===== config.mk =====
export PLATFORM = sky130hd
export DESIGN_NAME = sprite_line_evaluator
export DESIGN_NICKNAME = d
export VERILOG_FILES = /design/src/rtl/sprite_line_evaluator_pkg.sv /design/src/rtl/sprite_line_evaluator_hit_table.sv /design/src/rtl/sprite_line_evaluator.sv
export SDC_FILE = /design/constraint.sdc
export NUM_CORES = 1
export LEC_CHECK = 0
export ABC_AREA = 1
export CORE_AREA = 2 2 253 180
export DETAILED_ROUTE_END_ITERATION = 7
export DIE_AREA = 0 0 255 182
export PLACE_DENSITY_LB_ADDON = 0.05
export SLEW_MARGIN = 20
export SYNTH_ARGS = -nofsm -noshare
export SYNTH_HDL_FRONTEND = slang
export SYNTH_SLANG_ARGS = --single-unit

===== constraint.sdc =====
create_clock -name i_clk -period 7.9 [get_ports i_clk]
set_clock_uncertainty 0.05 [all_clocks]
set_input_delay 0.79 -clock i_clk [delete_from_list [all_inputs] [get_ports i_clk]]
set_output_delay 0.79 -clock i_clk [all_outputs]
set_load 0.1 [all_outputs]

===== src/rtl/sprite_line_evaluator_pkg.sv =====
// Shared types and defaults for the sprite line evaluator: OAM entry layout,
// stored hit record and controller states.
package sprite_line_evaluator_pkg;

    localparam int unsigned PPU_LINES       = 480;
    localparam int unsigned NUM_OAM_DEF     = 64;
    localparam int unsigned MAX_SPRITES_DEF = 8;
    localparam int unsigned SPR_H_DEF       = 16;

    typedef struct packed {
        logic       enable;
        logic [2:0] palette;
        logic [7:0] tile;
        logic [9:0] y;
        logic [9:0] x;
    } oam_entry_t;

    typedef struct packed {
        logic [7:0] tile;
        logic [9:0] x;
        logic [2:0] palette;
        logic [3:0] row;
    } sprite_hit_t;

    localparam int unsigned HIT_W = $bits(sprite_hit_t);

    typedef enum logic [1:0] {
        StIdle,
        StScan,
        StFetch,
        StDone
    } state_e;

endpackage


===== src/rtl/sprite_line_evaluator_hit_table.sv =====
// Write-in-order register file of sprite hits for one scanline, with an indexed read port.
module sprite_line_evaluator_hit_table
    import sprite_line_evaluator_pkg::*;
#(
    parameter int unsigned DEPTH = MAX_SPRITES_DEF
) (
    input  logic             i_clk,
    input  logic             i_reset,
    input  logic             i_clear,
    input  logic             i_push,
    input  logic [HIT_W-1:0] i_data,
    input  logic [2:0]       i_rd_idx,
    output logic [HIT_W-1:0] o_rd_data,
    output logic [3:0]       o_count,
    output logic             o_full
);

    logic [HIT_W-1:0] r_mem [DEPTH];
    logic [3:0]       r_count;

    assign o_full    = (r_count == 4'(DEPTH));
    assign o_count   = r_count;
    assign o_rd_data = r_mem[i_rd_idx];

    always_ff @(posedge i_clk or posedge i_reset) begin
        if (i_reset) begin
            r_count <= '0;
            for (int i = 0; i < int'(DEPTH); i++) begin
                r_mem[i] <= '0;
            end
        end else if (i_clear) begin
            r_count <= '0;
        end else if (i_push && !o_full) begin
            r_mem[r_count[2:0]] <= i_data;
            r_count             <= r_count + 4'd1;
        end
    end

endmodule


===== src/rtl/sprite_line_evaluator.sv =====
// Per-scanline sprite evaluation: scans OAM during hblank, fetches the rows of the hit
// sprites and loads every shift-register slot in order, unused slots as transparent.
module sprite_line_evaluator
    import sprite_line_evaluator_pkg::*;
#(
    parameter int unsigned NUM_OAM     = NUM_OAM_DEF,
    parameter int unsigned MAX_SPRITES = MAX_SPRITES_DEF,
    parameter int unsigned SPR_H       = SPR_H_DEF
) (
    input  logic        i_clk,
    input  logic        i_reset,
    input  logic        i_line_start,
    input  logic [9:0]  i_next_line,
    output logic [5:0]  o_oam_addr,
    input  logic [31:0] i_oam_rdata,
    output logic [11:0] o_spr_addr,
    input  logic [63:0] i_spr_rdata,
    output logic        o_load,
    output logic [2:0]  o_load_slot,
    output logic [63:0] o_load_pixels,
    output logic [9:0]  o_load_x,
    output logic [2:0]  o_load_palette,
    output logic        o_busy,
    output logic        o_done,
    output logic        o_overflow,
    output logic [3:0]  o_sprite_count
);

    state_e      r_state, w_state_next;
    logic [6:0]  r_idx, w_idx_next;
    logic [9:0]  r_line;
    logic        r_cmp_valid;
    logic        r_overflow;
    logic        r_load;
    logic        r_load_used;
    logic [2:0]  r_load_slot;
    logic [9:0]  r_load_x;
    logic [2:0]  r_load_pal;

    oam_entry_t       w_entry;
    sprite_hit_t      w_new_hit;
    sprite_hit_t      w_rd_hit;
    logic [HIT_W-1:0] w_rd_data;
    logic [9:0]       w_diff;
    logic             w_hit;
    logic             w_start;
    logic             w_full;
    logic [3:0]       w_count;
    logic             w_fetch_issue;
    logic             w_slot_used;

    assign w_entry = oam_entry_t'(i_oam_rdata);
    assign w_diff  = r_line - w_entry.y;
    // The >= guard keeps sprites below the line from wrapping into a hit.
    assign w_hit   = r_cmp_valid && w_entry.enable && (r_line >= w_entry.y)
                     && (w_diff < 10'(SPR_H));
    assign w_start = (r_state == StIdle) && i_line_start;

    assign w_new_hit = '{tile: w_entry.tile, x: w_entry.x, palette: w_entry.palette,
                         row: w_diff[3:0]};
    assign w_rd_hit  = sprite_hit_t'(w_rd_data);

    assign w_fetch_issue = (r_state == StFetch) && (r_idx < 7'(MAX_SPRITES));
    assign w_slot_used   = (r_idx < {3'b000, w_count});

    sprite_line_evaluator_hit_table #(
        .DEPTH (MAX_SPRITES)
    ) u_hit_table (
        .i_clk     (i_clk),
        .i_reset   (i_reset),
        .i_clear   (w_start),
        .i_push    (w_hit && !w_full),
        .i_data    (w_new_hit),
        .i_rd_idx  (r_idx[2:0]),
        .o_rd_data (w_rd_data),
        .o_count   (w_count),
        .o_full    (w_full)
    );

    always_comb begin
        w_state_next = r_state;
        w_idx_next   = r_idx;
        unique case (r_state)
            StIdle: begin
                if (i_line_start) begin
                    w_state_next = StScan;
                    w_idx_next   = '0;
                end
            end
            // One extra cycle at the end lets the last OAM read be compared.
            StScan: begin
                if (r_idx == 7'(NUM_OAM)) begin
                    w_state_next = StFetch;
                    w_idx_next   = '0;
                end else begin
                    w_idx_next = r_idx + 7'd1;
                end
            end
            StFetch: begin
                if (r_idx == 7'(MAX_SPRITES)) begin
                    w_state_next = StDone;
                    w_idx_next   = '0;
                end else begin
                    w_idx_next = r_idx + 7'd1;
                end
            end
            StDone: begin
                w_state_next = StIdle;
            end
            default: begin
                w_state_next = StIdle;
            end
        endcase
    end

    always_ff @(posedge i_clk or posedge i_reset) begin
        if (i_reset) begin
            r_state     <= StIdle;
            r_idx       <= '0;
            r_line      <= '0;
            r_cmp_valid <= 1'b0;
            r_overflow  <= 1'b0;
            r_load      <= 1'b0;
            r_load_used <= 1'b0;
            r_load_slot <= '0;
            r_load_x    <= '0;
            r_load_pal  <= '0;
        end else begin
            r_state     <= w_state_next;
            r_idx       <= w_idx_next;
            r_cmp_valid <= (r_state == StScan) && (r_idx < 7'(NUM_OAM));
            if (w_start) begin
                r_line     <= i_next_line;
                r_overflow <= 1'b0;
            end else if (w_hit && w_full) begin
                r_overflow <= 1'b1;
            end
            r_load      <= w_fetch_issue;
            r_load_used <= w_fetch_issue && w_slot_used;
            r_load_slot <= w_fetch_issue ? r_idx[2:0] : 3'd0;
            r_load_x    <= (w_fetch_issue && w_slot_used) ? w_rd_hit.x : 10'd0;
            r_load_pal  <= (w_fetch_issue && w_slot_used) ? w_rd_hit.palette : 3'd0;
        end
    end

    assign o_oam_addr     = (r_state == StScan) ? r_idx[5:0] : 6'd0;
    assign o_spr_addr     = w_fetch_issue ? {w_rd_hit.tile, w_rd_hit.row} : 12'd0;
    assign o_load         = r_load;
    assign o_load_slot    = r_load_slot;
    assign o_load_pixels  = r_load_used ? i_spr_rdata : 64'd0;
    assign o_load_x       = r_load_x;
    assign o_load_palette = r_load_pal;
    assign o_busy         = (r_state != StIdle);
    assign o_done         = (r_state == StDone);
    assign o_overflow     = r_overflow;
    assign o_sprite_count = w_count;

endmodule

# Word-level counts from Yosys, hierarchy flattened
# Index checks and enable logic that the tools add are counted.
# Widths: inputs -> output; s select.
# op_classes
mul	0
div_mod_pow	0
add_sub_neg	3
n_bitwise	3
magnitude_cmp	8
muxes	24
n_shift	0
n_eq_ne	9
n_reduce_logical	20
# ops
cell	n
$bwmux 200	1
$bmux 25 s3	1
$demux 25 s3	1
$mux 25	3
$mux 64	1
$mux 7	3
$pmux 7 s3	1
$mux 12	1
$logic_and 1x1->1	11
$ge 10x10->1	1
$lt 10x5->1 const B	1
$mux 10	1
$sub 10x10->10	1
$ge 4x4->1 const B	2
$mux 4	2
$not 3->4	2
$pmux 2 s4	1
$add 7x1->7 const B	1
$eq 7x4->1 const B	1
$eq 7x7->1 const B	1
$lt 7x4->1	1
$lt 7x4->1 const B	1
$lt 7x7->1 const B	1
$mux 2	3
other kinds (17)	24
# word_totals
word_cells	86
latchBits	0
out_inout_bits	106
mem_count	0
input_bits	109
reg_bits	243
rom_bits	0
mem_bits_rw	0

# Longest topological paths before layout
# Gate-level depths: netlist (run 1).
# depth
word_depth	7
ltp_mapped	18
depth_no_buf	16

# Hierarchy
# Synthesis (run 1) repeated with hierarchy kept, for this count alone.
# unflattened
cells_unflattened	2047
hier_area_um2	14567.7
# modules_own_cells
module	instances	area_per_inst_um2	seq_area_each_um2	cells_per_inst
sprite_line_evaluator_hit_table	1	11517.3	5104.9	1557
sprite_line_evaluator	1	3050.4	975.9	490

# Least setup slack after synthesis (run 1)
# Ideal clock, no wire load.
# synth_timing
path_kind	register -> output
start	reg r_idx[0]
end	out o_spr_addr[0]
path_stages_with_launch	7
t_arrival_ps	2798
path_slack_ps	4262
t_required_ps	7060
cell_sequence	dfrtp_1 -> inv_2 -> clkbuf_1 -> clkbuf_1 -> nand2_1 -> a32o_1 -> o22ai_1
# synth_via
elab_chain_len	5
# synth_lines
element	line_no	source
from (decl)	sprite_line_evaluator.sv:30	logic [6:0] r_idx, w_idx_next;
from (signal assigned)	sprite_line_evaluator.sv:130	r_idx <= w_idx_next;
$not 3->4 (implied by the code)	sprite_line_evaluator_hit_table.sv:23	assign o_rd_data = r_mem[i_rd_idx];
$bmux 25 s3	sprite_line_evaluator_hit_table.sv:23	
$mux 25 (implied by the code) (2 in series)	sprite_line_evaluator_hit_table.sv:23	
$mux 12 (*)	sprite_line_evaluator.sv:147	assign o_spr_addr = w_fetch_issue ? {w_rd_hit.tile, w_rd_hit.row} : 12'd0;
to (decl)	sprite_line_evaluator.sv:16	output logic [11:0] o_spr_addr,
# Mark *: on every way between the ends. The rest lies on a longest branch, timed or not. The select of a mux whose other input is x is not followed.

# Final worst setup path (run 1)
# layout_timing
start	reg r_idx[0]
end	out o_spr_addr[2]
# The elaborated chain is that of the path after synthesis.

==> impl_metrics.json, run 1 <==
{
  "final-setup-viol-count": 0,
  "syn_area_um2": 13100,
  "pin_count": 215,
  "slew_violations": 0,
  "yosys_warnings": 0,
  "post-cts-setup-buffer-count": 0,
  "synth_seq_cells": 243,
  "drive_above_1_share_pct": 4.94,
  "fmax_mhz": 195,
  "slowest_stage": "clkdlybuf4s50_1",
  "cts_tree": "built",
  "rows": 65,
  "post-dp-hpwl_um": 25900,
  "path_buf_inv": 3,
  "hp-class": "reg2reg",
  "core-area_um2": 44300,
  "routed_wl_um": 46400,
  "synthDominantCellAreaShare_pct": 46.6,
  "crit_fanout": 79,
  "syn2layout_area_growth_pct": 24.7,
  "antenna_found_initial": 0,
  "slowest_delay_ns": 1.21,
  "period_share_pct": 64.8,
  "portBuffers": 214,
  "gp_congestion": 0.762,
  "startpoint_type": "flop",
  "synth_top_flop_cell": "dfrtp_1",
  "rsz0062_at_grt": "false",
  "final_util_pct": 36.7,
  "whs_ns": 0.429,
  "ys_types": 39,
  "outcome": "completed",
  "yosys-top-cells-area": "dfrtp_1 47%, nand2_1 20%, nand3_1 8.7%",
  "final.min_clock_period_ns": 5.12,
  "pwr_density_cell_nw_per_um2": 246,
  "gr-total-overflow": 0,
  "insertion_delay_ns": 0.55,
  "vias_per_cell": 4.84,
  "setup_tns_ns": 0,
  "cp_data_required_time_ns": 7.06,
  "synth_area_leader_cell": "dfrtp_1",
  "syn_area_per_cell_um2": 7.73,
  "cts-root-buf": "clkbuf_16",
  "htreeDepth": 1,
  "cts_resized": 0,
  "ant_nets": 0,
  "crit_family": "buffers and inverters",
  "path_clk_slew_ns": 0.06,
  "finalPower_w": 0.00400,
  "cts.sink_count": 243,
  "layout.nets": 1956,
  "syn-num-nets": 1822,
  "ys_seq_area_share_pct": 46.6,
  "finalHoldViolations": 0,
  "maxSlewHeadroom_pct": 20.4,
  "drc_errors": 0,
  "grt_max_degree": 203,
  "die_area_um2": 46400,
  "worst_pin_slew_ns": 1.19,
  "die_y_um": 182,
  "synth_edf_count": 0,
  "grt_pass1_wl_um": 71900,
  "async_flop_share_pct": 100,
  "dr.pass1.iters": 7,
  "cts_hold_buf": 0,
  "worst_ep_arrival_time_ns": 4.28,
  "drv_cap": 0,
  "grt_pass1_vias": 11648,
  "num_vias": 11834,
  "antenna_cells": 0,
  "start_util_pct": 29.4,
  "ir_worst_vdd_mv": 0.135,
  "worstPathCellList": "clkinv_2, buf_4, nand2_1, a32o_1, o22ai_1, clkdlybuf4s50_1",
  "die_w_um": 255,
  "end_kind": "output pin",
  "wire_per_inst_um": 19.0,
  "p_leak_nw": 8.36,
  "drt_iter0_drc": 1032,
  "gr-usage-all-layers_pct": 20.0,
  "cts-buffers-inserted": 28,
  "cts_buffer_depth": 3,
  "path_class": "reg2out",
  "netlist_instances": 1689
}
metrics by stage:
step / area, um2 / instances / setup WS, ns
6_report: 16300 / 2446 / 2.78
3_5_place_dp: 15400 / 2396 / 3.35
3_3_place_gp: 15400 / 2396 / 3.37
5_1_grt: 16300 / 2446 / 2.52
4_1_cts: 16300 / 2446 / 2.74
2_1_floorplan: 13100 / 1689 / 0.387
per-layer routing:
metal  track usage [%]  wire (um)  up-vias  part of all wire (%)
li1                  -          -     5704                     -
met3              2.45       1830       47                   4.0
met5                 0          0        -                     0
met1              30.2      23000     5824                    50
met2              31.1      20900      259                    45
met4              3.25        661        0                   1.4
cell families after synthesis:
| group | Yosys count | synth area share, % |
|---|---|---|
| and+or+nand+nor | 997 | 32.6 |
| buffers and inverters | 257 | 9.61 |
| DFF | 243 | 46.6 |
| AOI/OAI and AO/OA | 161 | 8.34 |
| adders and majority gates | 24 | 2.36 |
| xor gates and xnor gates | 7 | 0.470 |
area by class of cell:
type / instances / area, um2
clock inverters: 7 / 65.1
multi-input cells: 1189 / 5760
well taps: 603 / 754
clock buffers: 43 / 818
flip-flops and latches: 243 / 6090
inverters: 129 / 493
repair buffers: 232 / 2300
fillers: 4619 / 28000
synth_stat cells (4+ instances only):
cell type and n:
nor2_1 36, nand4_1 4, nor3_1 9, clkbuf_2 17, ha_1 23, nand4_4 8, xor2_1 5, a32o_1 37
inv_2 4, a22oi_1 13, o21ai_0 9, a211oi_1 13, buf_6 34, o22ai_1 13, dfrtp_1 243, nand3_1 227
a21oi_1 71, inv_1 124, nand2_1 699, clkbuf_1 69, buf_2 4
worst paths after layout:
path                                                   from                            endpoint  slack [ns]  depth (start not counted)
setup / recovery                       r_idx[0]$_DFFE_PP0P_                       o_spr_addr[2]        2.78                          6
hold / removal             u_hit_table.r_mem[1]$_DFFE_PP0P_    u_hit_table.r_mem[1]$_DFFE_PP0P_        0.43                          2
setup reg to reg                      r_line[0]$_DFFE_PP0P_  u_hit_table.r_mem[131]$_DFFE_PP0P_        4.38                         17
hold reg to reg            u_hit_table.r_mem[1]$_DFFE_PP0P_    u_hit_table.r_mem[1]$_DFFE_PP0P_        0.43                          2
max in group asynchronous                           i_reset               o_load_x[5]$_DFF_PP0_        5.82                          3
min in group asynchronous                           i_reset              r_state[0]$_DFFE_PP0P_        0.67                          2
sequential cells by signal, summed over array words and instances (netlist names):
signal	flops
u_hit_table.r_mem	200
o_load_x	10
r_state	2
r_idx	7
r_load_used	1
u_hit_table.o_count	4
o_overflow	1
o_load_palette	3
r_cmp_valid	1
o_load	1
o_load_slot	3
r_line	10
layout by cell type (no fill, tap or decap), drive strengths merged, types with 5 or more instances in the layout:
master | netlist | final
nand2 | 699 | 699
dfrtp | 243 | 243
nand3 | 230 | 230
clkdlybuf4s50 | 0 | 214
inv | 128 | 127
a21oi | 73 | 73
clkbuf | 86 | 43
nor2 | 41 | 41
a32o | 37 | 37
ha | 23 | 23
buf | 42 | 18
o22ai | 13 | 13
a22oi | 13 | 13
a211oi | 13 | 13
nand4 | 12 | 12
nor3 | 10 | 10
o21ai | 9 | 9
clkinv | 1 | 6
xor2 | 5 | 5
power by group:
part | switching (W) | internal, W
registers | 0.0000612 | 0.00131
logic | 0.000959 | 0.000385
clock network | 0.000545 | 0.000741
tightest hold or removal path, stage by stage (launching register included):
cell and delay [ns]:
dfrtp_1 0.34, nand2_1 0.05, nand2_1 0.06
No activity file was read; power rests on OpenSTA's default activity.
==> run 2: changes to the inputs <==
Clock period 7.9 ns to 4.2 ns, I/O delays scaled along.
==> run 2 against run 1 <==
Sequential share of layout area decreased by 0.65 points. Combinational power increased by 93%. Core utilization increased by 0.65 points. Total power increased by 89%. Wire length increased by 1.1%. Die area unchanged. Global-route usage increased by 0.17 points. Critical path depth decreased by 1. Setup slack got worse by 2.2 ns. Clock power increased by 87%. Clock-buffer cell count decreased by 1. First-iteration DRC count increased by 5.2%.
==> impl_metrics.json, run 2 (synthesis results as in run 1) <==
{
  "cts_buffer_depth": 3,
  "busiest_layer": "met2",
  "switching_share_pct": 38.9,
  "htreeDepth": 1,
  "rows": 65,
  "ir_worst_vdd_mv": 0.277,
  "p_leak_nw": 8.53,
  "ant_nets": 0,
  "startpoint_type": "flop",
  "p_int_w": 0.00463,
  "drv_cap": 0,
  "grt_pass1_vias": 11489,
  "cp_data_required_time_ns": 3.73,
  "end_kind": "output pin",
  "dr.pass1.iters": 5,
  "crit_fanout": 77,
  "switching_power_w": 0.00295,
  "setup_tns_ns": 0,
  "start_util_pct": 29.4,
  "rsz0062_at_grt": "false",
  "antenna_found_initial": 1,
  "worst_ep_arrival_time_ns": 3.20,
  "final_common_cell": "nand2_1",
  "cts.sink_count": 243,
  "pwr-share-seq_pct": 34.2,
  "outcome": "completed",
  "routed_wl_um": 46900,
  "stdcell_area_um2": 16600,
  "die_y_um": 182,
  "dp_slack_ns": 0.586,
  "clock_power_share_pct": 31.8,
  "slew_violations": 0,
  "worst_slack_ns": 0.532,
  "final_cell_mix": "699 x nand2_1, 241 x dfrtp_1, 227 x nand3_1",
  "path_class": "reg2out",
  "finalHoldViolations": 0,
  "pwr_density_cell_nw_per_um2": 457,
  "portBuffers": 214,
  "wire_per_inst_um": 19.0,
  "fill_cells": 4618,
  "drive_above_1_share_pct": 6.86,
  "fmax_mhz": 273,
  "period_share_pct": 87.3,
  "largest-register": "u_hit_table.r_mem",
  "vias_per_cell": 4.81,
  "hp-class": "in2async",
  "grt_max_degree": 78,
  "whs_ns": 0.0756,
  "grt_pass1_wl_um": 72300,
  "gr-total-overflow": 0,
  "core-area_um2": 44300,
  "use_met2_pct": 31.9,
  "cts_tree": "built",
  "drt_iter0_drc": 1086,
  "use_met1_pct": 29.7,
  "largest_reg_flops": 200,
  "die_area_um2": 46400,
  "post-dp-hpwl_um": 28300,
  "cts-buffers-inserted": 28,
  "final-setup-viol-count": 0,
  "drc_errors": 0,
  "final.min_clock_period_ns": 3.67,
  "die_w_um": 255,
  "layout.nets": 1982,
  "num_vias": 11879,
  "pin_count": 215,
  "cts_resized": 0,
  "finalPower_w": 0.00757,
  "cts_hold_buf": 0,
  "path_clk_slew_ns": 0.06,
  "worst_pin_slew_ns": 1.02,
  "dpl_cell_area_um2": 15700,
  "use_met3_pct": 2.54,
  "maxSlewHeadroom_pct": 31.4,
  "gp_congestion": 0.791,
  "insertion_delay_ns": 0.56,
  "gr-usage-all-layers_pct": 20.2,
  "cts-root-buf": "clkbuf_16",
  "syn2layout_area_growth_pct": 26.9,
  "post-cts-setup-buffer-count": 0,
  "p_comb_share_pct": 34.0
}
==> run 2: final timing paths <==
| kind | start | end | slack, ns | depth (start not counted) |
|---|---|---|---|---|
| min | i_reset | r_line[2]$_DFFE_PP0P_ | 0.08 | 2 |
| max in group asynchronous | i_reset | o_load_x[8]$_DFF_PP0_ | 2.93 | 3 |
| min reg2reg | u_hit_table.r_mem[79]$_DFFE_PP0P_ | u_hit_table.r_mem[79]$_DFFE_PP0P_ | 0.43 | 2 |
| min in group i_clk | i_next_line[3] | r_line[3]$_DFFE_PP0P_ | 0.35 | 3 |
| max reg2reg | r_line[0]$_DFFE_PP0P_ | u_hit_table.r_mem[77]$_DFFE_PP0P_ | 1.05 | 17 |
| max | r_idx[0]$_DFFE_PP0P_ | o_spr_addr[5] | 0.53 | 5 |
==> run 2: final cells by class <==
type | instances | area, um2 | share of cell area (%)
Antenna cell | 1 | 2.50 | 0.0151
Tap cell | 603 | 754 | 4.55
Multi-Input combinational cell | 1189 | 5760 | 34.8
Inverter | 129 | 489 | 2.95
Clock inverter | 4 | 47.5 | 0.287
Timing Repair Buffer | 258 | 2600 | 15.7
Clock buffer | 42 | 825 | 4.98
Sequential cell | 243 | 6090 | 36.7
==> run 2: critical path: stages (launching register included) <==
cell	delay, ns
dfrtp_4	0.68
buf_4	0.81
a21oi_1	0.15
a32o_1	0.26
o22ai_1	0.31
buf_4	0.37
==> run 2: per-layer routing <==
metal  wire length [um]  part of all wire [%]
met5                  0                     0
met4                846                   1.8
met2              21500                    46
met1              22600                    48
met3               1960                   4.2
==> run 2: metrics by stage <==
stage | utilization (%) | cells
after floorplan | - | 1689
after CTS | 37.4 | 2468
after global placement | 35.4 | 2422
after global routing | 37.4 | 2468
final | 37.4 | 2469
after detailed placement | 35.4 | 2422
==> run 2: power groups by stage <==
stage | combinational, W | clock (W) | sequential, W
3_5_place_dp | 0.00258 | 0 | 0.00263
5_1_grt | 0.00281 | 0.00258 | 0.00260
3_3_place_gp | 0.00259 | 0 | 0.00263
6_report | 0.00258 | 0.00241 | 0.00259
4_1_cts | 0.00259 | 0.00248 | 0.00259
2_1_floorplan | 0.00178 | 0 | 0.00262
==> run 3: changes to the inputs <==
Settings changed: ABC_AREA 1 to unset, CORE_AREA 2 2 253 180 to 2 2 245 175, DIE_AREA 0 0 255 182 to 0 0 247 177, RECOVER_POWER set to 25.
==> run 3 against run 2 <==
The flow now finishes with violations (max-capacitance violations, max-slew violations). Die area decreased by 5.8%. Worst hold slack better by 0.095 ns. Cell count fell by 31%. Critical endpoint is now u_hit_table.r_mem[77]$_DFFE_PP0P_.
==> impl_metrics.json, run 3 <==
{
  "switching_power_w": 0.00114,
  "drv_cap": 3,
  "die_area_um2": 43700,
  "r2r-end": "u_hit_table.r_mem[77]$_DFFE_PP0P_",
  "p_int_w": 0.00416,
  "largest-register": "u_hit_table.r_mem",
  "routed_wl_um": 34700,
  "post-cts-setup-buffer-count": 0,
  "switching_share_pct": 21.5,
  "slowest_delay_ns": 0.40,
  "rsz0062_at_grt": "false",
  "drt_iter0_drc": 337,
  "synth_edf_count": 0,
  "syn_area_per_cell_um2": 13.5,
  "largest_reg_flops": 200,
  "final-setup-viol-count": 0,
  "cts_buffer_depth": 3,
  "yosys_warnings": 0,
  "layoutNonFillerInstCount": 1706,
  "synth_most_common_cell": "dfrtp_1",
  "path_clk_slew_ns": 0.06,
  "p_leak_nw": 7.80,
  "synth_area_leader_cell": "dfrtp_1",
  "worst_pin_slew_ns": 2.74,
  "wire_per_inst_um": 20.3,
  "grt_max_degree": 151,
  "drive_above_1_share_pct": 21.4,
  "ant_nets": 0,
  "clock_power_share_pct": 51.8,
  "slowest_stage": "fa_1",
  "synth_seq_cells": 243,
  "ys_seq_area_share_pct": 49.7,
  "cts-root-buf": "clkbuf_16",
  "period_share_pct": 80.0,
  "gr-usage-all-layers_pct": 16.0,
  "final_common_cell": "dfrtp_1",
  "cts-buffers-inserted": 28,
  "cts.sink_count": 243,
  "insertion_delay_ns": 0.55,
  "dp_slack_ns": 0.312,
  "path_class": "reg2reg",
  "grt_pass1_wl_um": 53100,
  "crit-reg2reg-launch": "r_line[0]$_DFFE_PP0P_",
  "rrSetupSlack_ns": 0.84,
  "num_vias": 7948,
  "gp_congestion": 0.752,
  "ff2ff_path_depth": 12,
  "layout.nets": 1265,
  "syn2layout_area_growth_pct": 31.2,
  "finalPower_w": 0.00530,
  "die_w_um": 247,
  "syn_area_um2": 12200,
  "fmax_mhz": 298,
  "gr-total-overflow": 0,
  "cp_data_required_time_ns": 4.57,
  "start_util_pct": 29.5,
  "startpoint_type": "flop",
  "path_buf_inv": 3,
  "async_flop_share_pct": 100,
  "crit_fanout": 25,
  "htreeDepth": 1,
  "cts_tree": "built",
  "portBuffers": 214,
  "worst_slack_ns": 0.839,
  "pin_count": 215,
  "cts_hold_buf": 0,
  "setup_tns_ns": 0,
  "die_y_um": 177,
  "drc_errors": 0,
  "rows": 63,
  "outcome": "finished with violations",
  "ir_worst_vdd_mv": 0.278,
  "grt_pass1_vias": 8137,
  "pwr_density_cell_nw_per_um2": 330,
  "pwr-share-seq_pct": 44.2,
  "crit_family": "simple AND/OR/NAND/NOR gates",
  "crit_start": "r_line[0]$_DFFE_PP0P_",
  "final.min_clock_period_ns": 3.36,
  "core-area_um2": 41500,
  "finalHoldViolations": 0,
  "synthTopCellsByCount": "243 x dfrtp_1, 104 x mux2_1, 73 x nand2_1, 72 x mux2_4, 66 x and2_1",
  "hp-class": "in2async",
  "syn-num-nets": 1043,
  "final_cell_mix": "240 x dfrtp_1, 198 x clkdlybuf4s50_1, 104 x mux2_1",
  "maxSlewHeadroom_pct": -82.8,
  "worst_ep_arrival_time_ns": 3.73,
  "antenna_cells": 0,
  "post-dp-hpwl_um": 22600,
  "synth_top_flop_cell": "dfrtp_1",
  "slew_violations": 245,
  "p_comb_share_pct": 4.0,
  "ys_types": 52,
  "synthDominantCellAreaShare_pct": 49.7,
  "antenna_found_initial": 1,
  "yosys-top-cells-area": "dfrtp_1 50%, mux2_1 9.6%, mux4_2 9.2%",
  "end_kind": "flop",
  "dp.cells": 1654,
  "dr.pass1.iters": 5,
  "cts_resized": 0,
  "vias_per_cell": 4.66,
  "whs_ns": 0.171,
  "netlist_instances": 910,
  "worstPathCellList": "inv_1, ha_1, fa_1, nand2b_1, a21oi_4, xor2_1, a2111oi_2, and4b_1, buf_4, and4_2, buf_12, mux2_1",
  "violations": "max-capacitance violations, max-slew violations"
}
==> run 3: how the worst max path moves through the flow <==
stage | endpoint | slack (ns) | depth (start not counted)
floorplan | o_spr_addr[5] | 0.38 | 6
global placement | u_hit_table.r_mem[121]$_DFFE_PP0P_ | 0.36 | 12
detailed placement | u_hit_table.r_mem[88]$_DFFE_PP0P_ | 0.31 | 12
CTS | u_hit_table.r_mem[79]$_DFFE_PP0P_ | 0.80 | 12
global route | u_hit_table.r_mem[169]$_DFFE_PP0P_ | 0.46 | 3
finish | u_hit_table.r_mem[77]$_DFFE_PP0P_ | 0.84 | 12
==> run 3: layout make-up <==
type                       instances  area, um2
fill                            3983      25500
tap                              552        691
sequential                       243       6090
clock buffer                      37        806
multi-input combinational        571       5700
clock inverter                    15        231
inverter                          45        170
timing repair buffer             243       2380
==> run 3: power groups by stage <==
stage / sequential [W] / clock, W / combinational (W)
floorplan: 0.00239 / 0 / 0.0000657
global placement: 0.00238 / 0 / 0.000224
detailed placement: 0.00238 / 0 / 0.000220
CTS: 0.00234 / 0.00283 / 0.000221
global route: 0.00234 / 0.00294 / 0.000236
finish: 0.00234 / 0.00275 / 0.000212
==> run 3: cell families (layout without fill, tap and decap cells) <==
logic type / count (synthesis) / in the layout / share of synthesized area (%)
DFF: 243 / 243 / 49.7
AOI/OAI and AO/OA: 72 / 72 / 3.57
muxes: 264 / 264 / 30.9
xor gates and xnor gates: 4 / 4 / 0.286
and+or+nand+nor: 207 / 207 / 9.25
buffers and inverters: 96 / 340 / 3.81
adders and majority gates: 24 / 24 / 2.51
==> run 3: metrics by stage <==
| stage | area (um2) | utilization, % |
|---|---|---|
| 2_1_floorplan | 12200 | - |
| 3_3_place_gp | 15000 | 36.2 |
| 3_5_place_dp | 15000 | 36.2 |
| 4_1_cts | 16100 | 38.7 |
| 5_1_grt | 16100 | 38.7 |
| 6_report | 16100 | 38.7 |
==> run 3: metal layers <==
layer | share of wire [%] | global-route usage (%) | routed length (um) | vias to the layer above
li1 | - | - | - | 3655
met1 | 51 | 24.8 | 17700 | 4089
met2 | 43 | 23.3 | 15000 | 170
met3 | 4.3 | 2.70 | 1490 | 32
met4 | 1.3 | 2.69 | 462 | 2
met5 | 0.046 | 0 | 16 | -
